==> config.mk <==
export PLATFORM = sky130hd
export DESIGN_NAME = dhnf
export DESIGN_NICKNAME = d
export VERILOG_FILES = /design/src/rtl/dhnf_pkg.sv /design/src/rtl/dhnf_match.sv /design/src/rtl/dhnf.sv
export SDC_FILE = /design/constraint.sdc
export NUM_CORES = 1
export LEC_CHECK = 0
export ABC_CLOCK_PERIOD_IN_PS = 2140
export CAP_MARGIN = 0
export CORE_UTILIZATION = 34
export CTS_BUF_LIST = sky130_fd_sc_hd__clkbuf_8
export CTS_CLUSTER_SIZE = 12
export DETAILED_ROUTE_END_ITERATION = 8
export GPL_ROUTABILITY_DRIVEN = 0
export PLACE_DENSITY = 0.84
export SETUP_SLACK_MARGIN = 0.5
export SLEW_MARGIN = 15
export SYNTH_ARGS = -nofsm -noshare
export SYNTH_HDL_FRONTEND = slang
export SYNTH_SLANG_ARGS = --single-unit
==> constraint.sdc <==
create_clock -name clk -period 2.14 [get_ports clk]
set_input_delay 0.321 -clock clk [delete_from_list [all_inputs] [get_ports clk]]
set_output_delay 0.321 -clock clk [all_outputs]
set_load 0.02 [all_outputs]
==> src/rtl/dhnf_pkg.sv <==
// Shared types and sizes for the DHNF hazard-detection and forwarding unit.
package dhnf_pkg;

  localparam int REG_ADDR_W  = 5;
  localparam int XLEN        = 32;
  localparam int STALL_CNT_W = 16;

  // One in-flight instruction as seen by the hazard unit.
  typedef struct packed {
    logic                  valid;
    logic [REG_ADDR_W-1:0] rd;
    logic                  is_load;
  } track_entry_t;

  localparam track_entry_t BUBBLE = '0;

endpackage

==> src/rtl/dhnf_match.sv <==
// Per-read-port operand match and forward selection.
// Optional feature macro: DHNF_WB_BYPASS_EN (WB entry also forwards; otherwise
// the register file's write-first bypass covers the WB stage).
module dhnf_match
  import dhnf_pkg::*;
(
  input  logic [REG_ADDR_W-1:0] raddr,
  input  logic                  re,
  input  track_entry_t          ex_entry,
  input  track_entry_t          mem_entry,
  input  track_entry_t          wb_entry,
  input  logic [XLEN-1:0]       ex_data,
  input  logic [XLEN-1:0]       mem_data,
  input  logic [XLEN-1:0]       wb_data,
  output logic                  sel,
  output logic [XLEN-1:0]       data,
  output logic                  load_hit
);

  logic reading;
  logic hit_ex;
  logic hit_mem;
  logic hit_wb;

  // x0 reads never match anything, so the zero register can't be forwarded.
  assign reading = re && (raddr != '0);
  assign hit_ex  = reading && ex_entry.valid  && (ex_entry.rd  == raddr);
  assign hit_mem = reading && mem_entry.valid && (mem_entry.rd == raddr);

`ifdef DHNF_WB_BYPASS_EN
  assign hit_wb  = reading && wb_entry.valid  && (wb_entry.rd  == raddr);
`else
  logic unused_wb;
  assign hit_wb    = 1'b0;
  assign unused_wb = ^{wb_entry, wb_data};
`endif

  // Youngest producer wins; a load still in EX has no data yet, so it
  // blocks older entries and requests a stall instead of forwarding.
  always_comb begin
    sel      = 1'b0;
    data     = '0;
    load_hit = 1'b0;
    if (hit_ex) begin
      if (ex_entry.is_load) begin
        load_hit = 1'b1;
      end else begin
        sel  = 1'b1;
        data = ex_data;
      end
    end else if (hit_mem) begin
      sel  = 1'b1;
      data = mem_data;
    end else if (hit_wb) begin
      sel  = 1'b1;
      data = wb_data;
    end
  end

endmodule

==> src/rtl/dhnf.sv <==
// DHNF: data-hazard detection and forwarding for a 5-stage pipeline.
// Tracks rd of the instructions in EX/MEM/WB, forwards results to the two ID
// read ports and raises a one-cycle load-use stall.
// Optional feature macro: DHNF_WB_BYPASS_EN (see dhnf_match).
module dhnf
  import dhnf_pkg::*;
(
  input  logic                   clk,
  input  logic                   rst,
  input  logic [REG_ADDR_W-1:0]  id_reg1_raddr_i,
  input  logic [REG_ADDR_W-1:0]  id_reg2_raddr_i,
  input  logic                   id_reg1_RE_i,
  input  logic                   id_reg2_RE_i,
  input  logic [REG_ADDR_W-1:0]  id_reg_waddr_i,
  input  logic                   id_reg_we_i,
  input  logic                   id_mem_re_i,
  input  logic [XLEN-1:0]        ex_result_i,
  input  logic [XLEN-1:0]        mem_result_i,
  input  logic [XLEN-1:0]        wb_wdata_i,
  input  logic                   hold_i,
  input  logic                   flush_i,
  output logic                   dhnf_harzard_sel1_o,
  output logic                   dhnf_harzard_sel2_o,
  output logic [XLEN-1:0]        dhnf_forward_data1_o,
  output logic [XLEN-1:0]        dhnf_forward_data2_o,
  output logic                   dhnf_stall_o,
  output logic [STALL_CNT_W-1:0] dhnf_stall_cnt_o
);

  track_entry_t ex_reg;
  track_entry_t mem_reg;
  track_entry_t wb_reg;
  track_entry_t ex_next;

  logic [STALL_CNT_W-1:0] stall_cnt_reg;
  logic [STALL_CNT_W-1:0] stall_cnt_next;

  logic [REG_ADDR_W-1:0] port_raddr [2];
  logic [1:0]            port_re;
  logic [1:0]            port_sel;
  logic [XLEN-1:0]       port_data [2];
  logic [1:0]            port_load_hit;
  logic                  stall;

  assign port_raddr[0] = id_reg1_raddr_i;
  assign port_raddr[1] = id_reg2_raddr_i;
  assign port_re       = {id_reg2_RE_i, id_reg1_RE_i};

  genvar gi;
  generate
    for (gi = 0; gi < 2; gi++) begin : g_port
      dhnf_match u_match (
        .raddr     (port_raddr[gi]),
        .re        (port_re[gi]),
        .ex_entry  (ex_reg),
        .mem_entry (mem_reg),
        .wb_entry  (wb_reg),
        .ex_data   (ex_result_i),
        .mem_data  (mem_result_i),
        .wb_data   (wb_wdata_i),
        .sel       (port_sel[gi]),
        .data      (port_data[gi]),
        .load_hit  (port_load_hit[gi])
      );
    end
  endgenerate

  // A killed ID instruction never consumes its operands, so flush masks the stall.
  assign stall = (|port_load_hit) && !flush_i;

  assign dhnf_harzard_sel1_o  = port_sel[0];
  assign dhnf_harzard_sel2_o  = port_sel[1];
  assign dhnf_forward_data1_o = port_data[0];
  assign dhnf_forward_data2_o = port_data[1];
  assign dhnf_stall_o         = stall;
  assign dhnf_stall_cnt_o     = stall_cnt_reg;

  // Entry entering EX: a bubble when ID is killed or stalled, x0 never tracked.
  always_comb begin
    ex_next = BUBBLE;
    if (!(flush_i || stall)) begin
      ex_next.valid   = id_reg_we_i && (id_reg_waddr_i != '0);
      ex_next.rd      = id_reg_waddr_i;
      ex_next.is_load = id_mem_re_i;
    end
  end

  // Saturating stall-cycle counter.
  always_comb begin
    stall_cnt_next = stall_cnt_reg;
    if (stall && (stall_cnt_reg != '1)) begin
      stall_cnt_next = stall_cnt_reg + STALL_CNT_W'(1);
    end
  end

  // Tracking pipeline and counter; reset beats hold, hold freezes everything.
  always_ff @(posedge clk) begin
    if (rst) begin
      ex_reg        <= BUBBLE;
      mem_reg       <= BUBBLE;
      wb_reg        <= BUBBLE;
      stall_cnt_reg <= '0;
    end else if (!hold_i) begin
      ex_reg        <= ex_next;
      mem_reg       <= ex_reg;
      wb_reg        <= mem_reg;
      stall_cnt_reg <= stall_cnt_next;
    end
  end

endmodule

# ---- Word level (Yosys, flattened, before mapping)
# Index checks and enable logic that the tools add are counted.
dict set report word_totals {
  ff_bits 29
}
dict set report classes {
  n_addsub 1
  eq_ne 5
  muxes 14
  bitwise_logic 1
  reduce_logical 20
}
# cell n
set ops {}
lappend ops {{$mux W32} 5}
lappend ops {{$eq A5 B5 Y1} 4}
lappend ops {{$add A16 B1 Y16 const B} 1}
lappend ops {{$ne A16 B16 Y1 const B} 1}
lappend ops {{$reduce_bool A5 Y1} 3}
lappend ops {{$logic_and A1 B1 Y1} 13}
lappend ops {{$mux W1} 8}
lappend ops {{$mux W7} 1}
lappend ops {{$reduce_and A2 Y1} 1}
lappend ops {{$reduce_or A2 Y1} 1}
lappend ops {{$logic_not A1 Y1} 1}
lappend ops {{$logic_or A1 B1 Y1} 1}
lappend ops {{$not A1 Y1} 1}

# ---- Logic depth before layout (Yosys ltp)
# Gate-level depths: netlist of run 1.
dict set report depth {
  depth_word 9
  mapped_depth 8
  mapped_depth_nobuf 7
}

# ---- Modules after synthesis
# Synthesis of run 1 repeated with hierarchy kept, for this count alone.
dict set report unflattened {
  cells_unflattened 502
  hier_area_um2 3862.5
}
# mod instances cells_per_inst area_each_um2
set by_module_without_submodules {}
lappend by_module_without_submodules {dhnf_match 2 166 1142.3}
lappend by_module_without_submodules {dhnf 1 170 1577.8}

# ---- Worst setup path before layout of run 1
# No wires, ideal clock.
dict set report synth_path {
  kind {input to output}
  startpoint {input port id_reg1_raddr_i[0]}
  endpoint {output port dhnf_forward_data1_o[22]}
  t_arrival_ps 1850
  required_time_ps 1819
  slack_ps -31
  cell_stages 6
  path_cell_list {or4_4 o21ai_2 nor3_2 nor3_2 buf_2 a22o_1}
}
dict set report synth_via {
  elab_chain_cells 6
  elab_cells_between_ends 10
  classes_between {eq/ne: 2; mux: 2; reduce/logical: 6}
}
# item line_no
set synth_rtl {}
lappend synth_rtl {{start, declared} dhnf.sv:10} ;# input logic [REG_ADDR_W-1:0] id_reg1_raddr_i,
lappend synth_rtl {{$reduce_bool A5 Y1} dhnf_match.sv:26} ;# assign reading = re && (raddr != '0);
lappend synth_rtl {{$logic_and A1 B1 Y1} dhnf_match.sv:26}
lappend synth_rtl {{$logic_and A1 B1 Y1 (2 in series)} dhnf_match.sv:28} ;# assign hit_mem = reading && mem_entry.valid && (mem_entry.rd == raddr);
lappend synth_rtl {{$mux W32} dhnf_match.sv:51} ;# end else if (hit_mem) begin
lappend synth_rtl {{$mux W32 (*)} dhnf_match.sv:44} ;# if (hit_ex) begin
lappend synth_rtl {{end, declared} dhnf.sv:24} ;# output logic [XLEN-1:0] dhnf_forward_data1_o,
# Mark *: on every way between the ends. The rest lies on a longest branch, timed or not.

# ---- Final worst setup path of run 1
dict set report layout_path {
  startpoint {register ex_reg[1] in the netlist's numbering}
  endpoint {output port dhnf_forward_data2_o[12]}
}
dict set report layout_via {
  elab_chain_cells 3
}
# item line_no
set layout_rtl {}
lappend layout_rtl {{start, declared} dhnf.sv:30} ;# track_entry_t ex_reg;
lappend layout_rtl {{start signal, assigned} dhnf.sv:104} ;# ex_reg <= ex_next;
lappend layout_rtl {{$eq A5 B5 Y1} dhnf_match.sv:27} ;# assign hit_ex = reading && ex_entry.valid && (ex_entry.rd == raddr);
lappend layout_rtl {{$logic_and A1 B1 Y1} dhnf_match.sv:27}
lappend layout_rtl {{$mux W32} dhnf_match.sv:44}
lappend layout_rtl {{end, declared} dhnf.sv:25} ;# output logic [XLEN-1:0] dhnf_forward_data2_o,
# No other way between the ends.

==> results of run 1 <==
-- worst max path at each step --
stage                                          end  cells after the start  slack (ns)
final                     dhnf_forward_data2_o[12]                      9       -0.33
after global routing      dhnf_forward_data2_o[12]                     10       -0.42
after CTS                  dhnf_forward_data2_o[4]                      9       -0.37
after detailed placement  dhnf_forward_data1_o[31]                      8       -0.94
after global placement    dhnf_forward_data1_o[31]                      9       -0.90
after floorplan           dhnf_forward_data1_o[22]                      6        0.08
-- stage by stage --
stage	cell area, sq um	hold slack (ns)	util (%)
floorplan	3140	0.454	-
global placement	5090	0.485	74.6
detailed placement	5090	0.512	74.6
CTS	5760	0.529	84.3
global route	5950	0.552	87.1
finish	5950	0.526	87.1
-- per-layer routing --
layer	global-route usage, %	vias up
met5	0	-
li1	-	1546
met1	34.2	1670
met2	60.9	155
met4	16.4	0
met3	6.19	39
-- cell usage after synthesis, types with 6 or more instances --
cell type,number
mux2i_1,7
nor2_1,20
or3_1,7
nand2_1,15
xor2_1,16
o21ai_0,8
xnor2_1,9
dfxtp_1,29
clkbuf_1,13
buf_2,6
nor2b_1,36
a21oi_1,7
a22o_1,70
-- cells by family (layout without fill, tap and decap cells) --
kind of cell / count (synthesis) / after routing / synth area share, %
multiplexers: 9 / 9 / 3.82
XOR/XNOR: 25 / 25 / 9.03
buffers and inverters: 25 / 250 / 5.11
AO/OA/AOI/OAI: 97 / 97 / 33.7
flip-flops: 29 / 29 / 24.0
adder cells (fa/ha/maj): 1 / 1 / 0.516
AND/OR/NAND/NOR: 103 / 103 / 23.9
-- critical path, stage by stage, from the launching register on --
cell and delay, ns:
dfxtp_2 0.35, xor2_1 0.14, nor4_1 0.27, and4_4 0.28, nor3_4 0.05, buf_6 0.13, buf_12 0.12, buf_16 0.14
a22o_4 0.25, buf_6 0.13
-- power by group through the flow --
stage	logic [uW]	clock network (uW)	registers [uW]
2_1_floorplan	125	0	567
3_3_place_gp	354	0	568
3_5_place_dp	364	0	569
4_1_cts	371	584	554
5_1_grt	416	617	555
6_report	397	589	555
-- cell type report --
| type | count | area share, % |
|---|---|---|
| inverter | 2 | 0.126 |
| multi-input combinational | 235 | 41.0 |
| clock inverter | 3 | 0.778 |
| sequential | 29 | 10.2 |
| clock buffer | 5 | 1.16 |
| tap | 96 | 2.02 |
| timing repair buffer | 240 | 44.7 |
-- what timing repair did --
item / in CTS / in global routing
cloned: 6 / 1
resized for setup: 476 / 33
pin swaps: 39 / 19
buffers inserted: 20 / 6
setup endpoints to repair: 93 / 96
hold buffers: 0 / 0
==> impl_metrics.tcl, run 1 <==
set metrics [dict create \
    status "complete, but fails checks" \
    violations "setup timing" \
    antenna_cells 0 \
    hold_path.class "reg2reg" \
    grt_pass1_vias 3451 \
    routed-via-count 3410 \
    dp_cells 569 \
    synth_edf_count 0 \
    multi_input_area_sq_um 2440 \
    cp-end-kind "output port" \
    finClkSkew_ns 0.00532 \
    num_io_pins 202 \
    hp-start "dhnf_stall_cnt_o[3]" \
    clock_latency_ns 0.29 \
    grt_pass1_wl_mm 18.5 \
    ff2ff_path_depth 11 \
    synth_top_area_share_pct 25.3 \
    htree_levels 2 \
    worstPathArrival_ns 2.15 \
    final-seq-area_sq_um 606 \
    internal_power_uw 1120 \
    die-area_sq_um 7470 \
    firstDrtPassIters 4 \
    highest_layer "met4" \
    fp.dieH_um 86.4 \
    timing.rr.end "dhnf_stall_cnt_o[12]" \
    yosysUniqueCellTypes 37 \
    max_freq_mhz 404 \
    wl_met3_um 773 \
    die_width_um 86.4 \
    synth-seq-cells 29 \
    powerDensity_nw_per_um2 259 \
    io_buffers 169 \
    setup_viol 82 \
    seq_area_frac_synth_pct 24.0 \
    drt-total-wl_mm 13.2 \
    drive_above_1_share_pct 51.6 \
    max-slew-margin-rel_pct 63.9 \
    crit_required_ns 1.82 \
    ant_nets 0 \
    cts_buffers 5 \
    synthFlopType "dfxtp_1" \
    largest_register_ffs 16 \
    r2r-start "ex_reg[1]" \
    core_area_sq_um 6830 \
    cts_buffer_depth 2 \
    post_drt_wl_per_cell_um 21.7 \
    via_per_inst 5.59 \
    ir_drop_uv 448 \
    setup_slack_ns -0.334 \
    rsz0062_at_grt "yes" \
    cts_tree "done" \
    synth_area_per_cell_sq_um 8.39 \
    grt_usage_pct 32.4 \
    drt-met1-wl_mm 4.89 \
    antenna_found_initial 0 \
    report.final.slew_viol_count 0 \
    synthCells 289 \
    r2r_setup_slack_ns -0.27 \
    post-route-min-period_ns 2.47 \
    finalCritPeriodShare_pct 116 \
    startpoint "ex_reg[1]" \
    p_sw_uw 424 \
    cts.sinks 29 \
    tightest_slew_ns 0.541 \
    finalNonFillerCells 610 \
    final-hold-violation-count 0 \
    first_iter_violations 114 \
    path_clk_slew_ns 0.07 \
    p_seq_share_pct 36.0 \
    dp.final_hpwl_mm 7.71 \
    switching_share_pct 27.5 \
    drc 0 \
    hold_depth 2 \
    path_class "reg2out" \
    p_total_uw 1540 \
    synthArstFlopShare_pct 0 \
    dp_worst_setup_slack_ns -0.939 \
    holdPathEnd "dhnf_stall_cnt_o[3]" \
    critPathMaxFanout 8 \
    power_frac_clock_pct 38.2 \
    wl_met2_mm 7.06 \
    grt_max_degree 33 \
    start_kind "flip-flop" \
    power.leakage_uw 0.00280 \
    synth_nets 409 \
    syn_area_sq_um 2420 \
    placementRows 30 \
    fillCellCount 341 \
    synth_area_leaders "a22o_1 (25%), dfxtp_1 (24%), nor2b_1 (9.3%)" \
    cap_violations 0 \
    start_util_pct 35.5 \
    tns_ns -17.77 \
    root_buffer "clkbuf_8" \
    ys_warn_count 0 \
    yosysTopAreaCell "a22o_1" \
    fin_nets 633 \
    final_cell_mix "buf_6 (86), clkdlybuf4s50_1 (79), a22o_4 (61)" \
    area_delta_synth_final_pct 145 \
    overflow 0 \
    pwr-share-comb_pct 25.8 \
    final_common_cell "buf_6" \
]
No activity file was read; power rests on OpenSTA's default activity.
==> run 2: changes to the inputs <==
--- a/config.mk
+++ b/config.mk
@@ -12,6 +12,7 @@
 export CTS_CLUSTER_SIZE = 12
 export DETAILED_ROUTE_END_ITERATION = 8
 export GPL_ROUTABILITY_DRIVEN = 0
+export HOLD_SLACK_MARGIN = 0.12
 export PLACE_DENSITY = 0.84
 export SETUP_SLACK_MARGIN = 0.5
 export SLEW_MARGIN = 15
==> results of run 2 <==
Final layout, timing and power as in run 1 (identical DEF).
